<file path="src/rtl/pdm_sequencer.sv">
// Steps a small table of PDM level words into a PDM core, holding each level
// for a programmable number of cycles, with optional looping and a muting abort.
module pdm_sequencer #(
  parameter  int DEPTH   = 8,
  parameter  int LEVEL_W = 5,
  parameter  int HOLD_W  = 8,
  localparam int IDX_W   = (DEPTH > 1) ? $clog2(DEPTH) : 1
) (
  input  logic               clk,
  input  logic               reset,
  input  logic               cfg_we,
  input  logic [IDX_W-1:0]   cfg_addr,
  input  logic [LEVEL_W-1:0] cfg_data,
  input  logic [HOLD_W-1:0]  hold,
  input  logic [IDX_W-1:0]   last_idx,
  input  logic               loop,
  input  logic               start,
  input  logic               stop,
  output logic [LEVEL_W-1:0] pdm_level,
  output logic               pdm_write_en,
  output logic               busy,
  output logic [IDX_W-1:0]   step_idx,
  output logic               done
);

  typedef enum logic {
    IDLE = 1'b0,
    RUN  = 1'b1
  } state_t;

  state_t             state_q, state_d;
  logic [HOLD_W-1:0]  cnt_q, cnt_d;
  logic [HOLD_W-1:0]  hold_q, hold_d;
  logic [IDX_W-1:0]   last_q, last_d;
  logic               loop_q, loop_d;

  logic [LEVEL_W-1:0] level_q, level_d;
  logic               we_q, we_d;
  logic               busy_q, busy_d;
  logic [IDX_W-1:0]   idx_q, idx_d;
  logic               done_q, done_d;

  logic [LEVEL_W-1:0] level_table [DEPTH];
  logic               tbl_we;
  logic [IDX_W-1:0]   idx_next;

  // The table is frozen while a sequence plays so the running pattern stays coherent.
  assign tbl_we   = cfg_we && (state_q == IDLE);
  assign idx_next = idx_q + IDX_W'(1);

  always_ff @(posedge clk or negedge reset) begin
    if (!reset) begin
      for (int i = 0; i < DEPTH; i++) begin
        level_table[i] <= '0;
      end
    end else if (tbl_we) begin
      level_table[cfg_addr] <= cfg_data;
    end
  end

  always_ff @(posedge clk or negedge reset) begin
    if (!reset) begin
      state_q <= IDLE;
      cnt_q   <= '0;
      hold_q  <= '0;
      last_q  <= '0;
      loop_q  <= 1'b0;
      level_q <= '0;
      we_q    <= 1'b0;
      busy_q  <= 1'b0;
      idx_q   <= '0;
      done_q  <= 1'b0;
    end else begin
      state_q <= state_d;
      cnt_q   <= cnt_d;
      hold_q  <= hold_d;
      last_q  <= last_d;
      loop_q  <= loop_d;
      level_q <= level_d;
      we_q    <= we_d;
      busy_q  <= busy_d;
      idx_q   <= idx_d;
      done_q  <= done_d;
    end
  end

  // The first entry is written on the same edge that accepts start, using the
  // live hold input since the latched copy is not yet visible.
  always_comb begin
    state_d = state_q;
    cnt_d   = cnt_q;
    hold_d  = hold_q;
    last_d  = last_q;
    loop_d  = loop_q;
    level_d = level_q;
    we_d    = 1'b0;
    busy_d  = busy_q;
    idx_d   = idx_q;
    done_d  = 1'b0;

    case (state_q)
      IDLE: begin
        busy_d = 1'b0;
        if (start && !stop) begin
          hold_d  = hold;
          last_d  = last_idx;
          loop_d  = loop;
          cnt_d   = hold;
          level_d = level_table[0];
          we_d    = 1'b1;
          idx_d   = '0;
          busy_d  = 1'b1;
          state_d = RUN;
        end
      end

      RUN: begin
        if (stop) begin
          level_d = '0;
          we_d    = 1'b1;
          busy_d  = 1'b0;
          cnt_d   = '0;
          state_d = IDLE;
        end else if (cnt_q != '0) begin
          cnt_d = cnt_q - HOLD_W'(1);
        end else if (idx_q < last_q) begin
          idx_d   = idx_next;
          level_d = level_table[idx_next];
          we_d    = 1'b1;
          cnt_d   = hold_q;
        end else if (loop_q) begin
          idx_d   = '0;
          level_d = level_table[0];
          we_d    = 1'b1;
          cnt_d   = hold_q;
        end else begin
          done_d  = 1'b1;
          busy_d  = 1'b0;
          state_d = IDLE;
        end
      end

      default: begin
        state_d = IDLE;
        busy_d  = 1'b0;
      end
    endcase
  end

  assign pdm_level    = level_q;
  assign pdm_write_en = we_q;
  assign busy         = busy_q;
  assign step_idx     = idx_q;
  assign done         = done_q;

endmodule

</file>
<file path="config.mk">
export PLATFORM = sky130hd
export DESIGN_NAME = pdm_sequencer
export DESIGN_NICKNAME = d
export VERILOG_FILES = /design/src/rtl/pdm_sequencer.sv
export SDC_FILE = /design/constraint.sdc
export NUM_CORES = 1
export LEC_CHECK = 0
export CAP_MARGIN = 10
export CORE_MARGIN = 1.5
export CORE_UTILIZATION = 52
export CTS_CLUSTER_SIZE = 8
export DETAILED_ROUTE_END_ITERATION = 8
export HOLD_SLACK_MARGIN = 0.15
export PLACE_DENSITY = 0.76
export SETUP_SLACK_MARGIN = 0.5
export SLEW_MARGIN = 25
export SYNTH_ARGS = -nofsm -noshare
export SYNTH_HDL_FRONTEND = slang
export SYNTH_SLANG_ARGS = --single-unit
</file>
<file path="constraint.sdc">
create_clock -name clk -period 2 [get_ports clk]
set_input_delay 0.2 -clock clk [delete_from_list [all_inputs] [get_ports clk]]
set_output_delay 0.2 -clock clk [all_outputs]
set_load 0.01 [all_outputs]
</file>
==> metrics.txt <==
Mapped Avg Cell Area between 10 and 15 um2; ys flop type dfrtp_1; total grt overflow 0; Synth area leader dfrtp_1; number of synthesized flops with an enable pin 0; clock root cell clkbuf_8; Sink Count 72; fillers between 400 and 500; Multi-input gate area 2310 um2; n_diodes 0; Detailed Routing Iterations Pass 1 5; Die Y slightly below 90 um; ANT nets after route 0; Post-Synth XOR/XNOR Area 0.00458; post-synth top area share 0.471; Leakage 0.00228 uW; run status complete, but fails checks; worst path required time 2240 ps; Crit. End Element flip-flop; maximum clock path buffer count 2; ranking of synthesized cells by area dfrtp_1 47%, mux2_2 14%, mux2i_1 5.5%; number of port buffers 35; Synthesized Nets 375; vias in the first global route between 3000 and 4000; largest net degree at the start of global routing 33; fmax 494 MHz; leading cell types in the layout, fill and taps excluded 70 x dfrtp_1, 37 x nor2_1, 37 x buf_4, 34 x mux2_2, 29 x clkdlybuf4s50_1; vias after detailed routing roughly 3200; initial antenna violation count 0; FF+latch area 1800 um2; final net count between 400 and 500; worst min path class in2async; peak fanout along the critical path 10; Setup-failing EPs final 2; die width 88.8 um; Post-Layout Cell Count ~540; Yosys cell types 50; Final Power 4770 uW; largest family of logic cells by synthesized area multiplexers; number of synthesized register bits 72; Simple-Gate Fraction of Synth Area 0.133; synthesized cell area 3830 um2; clk_skew 9.51 ps; commonest non-fill, non-tap cell in the layout dfrtp_1; initial core utilization 0.533; RSZ-0062 raised after global routing yes; WL per Instance just under 20 um; H-tree levels 3; number of CTS-inserted buffers 9; Placed Instances between 400 and 500; Util after Layout 0.755; failing checks setup timing; power per cell area a little under 900 nW/um2; worst setup margin -25.7 ps; Iteration-0 DRC Markers 204; CP startpoint kind flip-flop; DRC 0; VDD IR max 0.467 mV; final hold violations 0; sequential-to-total area share from yosys stat 0.471; Core Box Area 7180 um2; WS Path Type reg2reg; Max Cap Violations 0; Reg clk slew, reported paths around 80 ps; share of cells above drive strength 1 0.432; first-pass GRT wire length 15.3 mm; Std-Cell Rows 31; Warnings, synthesis 0; Layout area overhead 41.7%; final worst-path cycle share 1.01; max_slew headroom 0.670; Fin Hold WS between 300 and 400 ps; final WL 10.6 mm; Avg Vias per Cell roughly 6; multiplexer share of the synthesized area 0.232; Final min period 2030 ps; CTS tree yes; GRT Total Usage 0.261; synthesized instance count 345; detailed placer's ending HPWL 6.24 mm; Worst-Skew Late Latency 360 ps; Synth async-reset ratio 1.00; die area 7880 um2; Synth Area in Adders 0.0164; gp weighted congestion 0.897; Ports 36; Compound-Gate Fraction of Synth Area 0.112; crit path DAT 2260 ps; final slew viol count 0; Least-Margin Pin Slew between 400 and 500 ps
[state kept, by name, summed over array words and instances (netlist names), 3 cells and up]
register / cells
level_table: 40
hold_q: 8
pdm_level: 5
step_idx: 3
cnt_q: 8
last_q: 3
[per-stage QoR]
stage	TNS (ps)	cell area (um2)	worst slack [ps]
global placement	0	4590	13.9
global route	-482	5420	-133
floorplan	0	3950	57.0
finish	-25.9	5420	-25.7
detailed placement	-159	4590	-56.3
CTS	-0.132	5060	-0.132
[cell usage after synthesis, drive strengths merged, types with 3 or more instances]
library cell / instances
nand4: 3
mux2: 49
o21a: 3
mux4: 5
mux2i: 21
nor2: 46
inv: 11
nor3b: 3
a21oi: 9
a31oi: 7
o221ai: 6
nand3: 3
a2111oi: 5
ha: 5
nand2b: 3
clkbuf: 9
nand2: 20
nor3: 11
buf: 7
dfrtp: 72
nand3b: 4
o21ai: 18
[cells by family after synthesis]
| family | after synthesis |
|---|---|
| buffers and inverters | 27 |
| xor gates and xnor gates | 2 |
| adders and majority gates | 5 |
| muxes | 75 |
| AOI/OAI and AO/OA | 61 |
| and+or+nand+nor | 103 |
| DFF | 72 |
[final timing paths]
path,depth (start not counted),end,startpoint,slack (ps)
max in group asynchronous,4,level_table[29]$_DFFE_PN0P_,reset,870
min,2,loop_q$_DFFE_PN0P_,reset,340
max reg2reg,7,pdm_level[2]$_DFFE_PN0P_,step_idx[1]$_DFFE_PN0P_,-30
min in group clk,3,hold_q[4]$_DFFE_PN0P_,hold[4],420
min reg2reg,1,hold_q[3]$_DFFE_PN0P_,hold_q[3]$_DFFE_PN0P_,510
max,7,pdm_level[2]$_DFFE_PN0P_,step_idx[1]$_DFFE_PN0P_,-30
[report_power, final]
group / internal [uW] / switching, uW
Clock: 524 / 599
Combinational: 862 / 726
Sequential: 1790 / 267
Total: 3180 / 1590
[critical path, cell delays in order, from the launching register on]
cell and delay [ps]:
dfrtp_1 410, ha_4 350, buf_16 160, mux2i_1 230
mux4_2 270, nor2_2 50, a2111oi_4 330, nor3_1 90
[per-layer routing]
metal  vias to the layer above  track usage  wire length, um
li1                       1441            -                -
met1                      1614        0.345             4540
met2                       112        0.424             5250
met3                        28       0.0504              599
met4                         0        0.105              250
met5                         -            0                0
[cell type report]
class	count	area share
repair buffers	93	0.174
clock buffers	11	0.0279
inverters	11	0.00808
flip-flops and latches	72	0.333
well taps	99	0.0229
clock inverters	5	0.00739
multi-input cells	246	0.427
[repair_timing]
item,in CTS,in global routing
resized for setup,34,59
endpoints found under the setup margin,66,60
pin swaps,15,16
buffers inserted,17,7
endpoints found under the hold margin,18,0
gates cloned,2,1
hold buffers,1,0
Note: power is estimated with default switching activity, not from simulation.
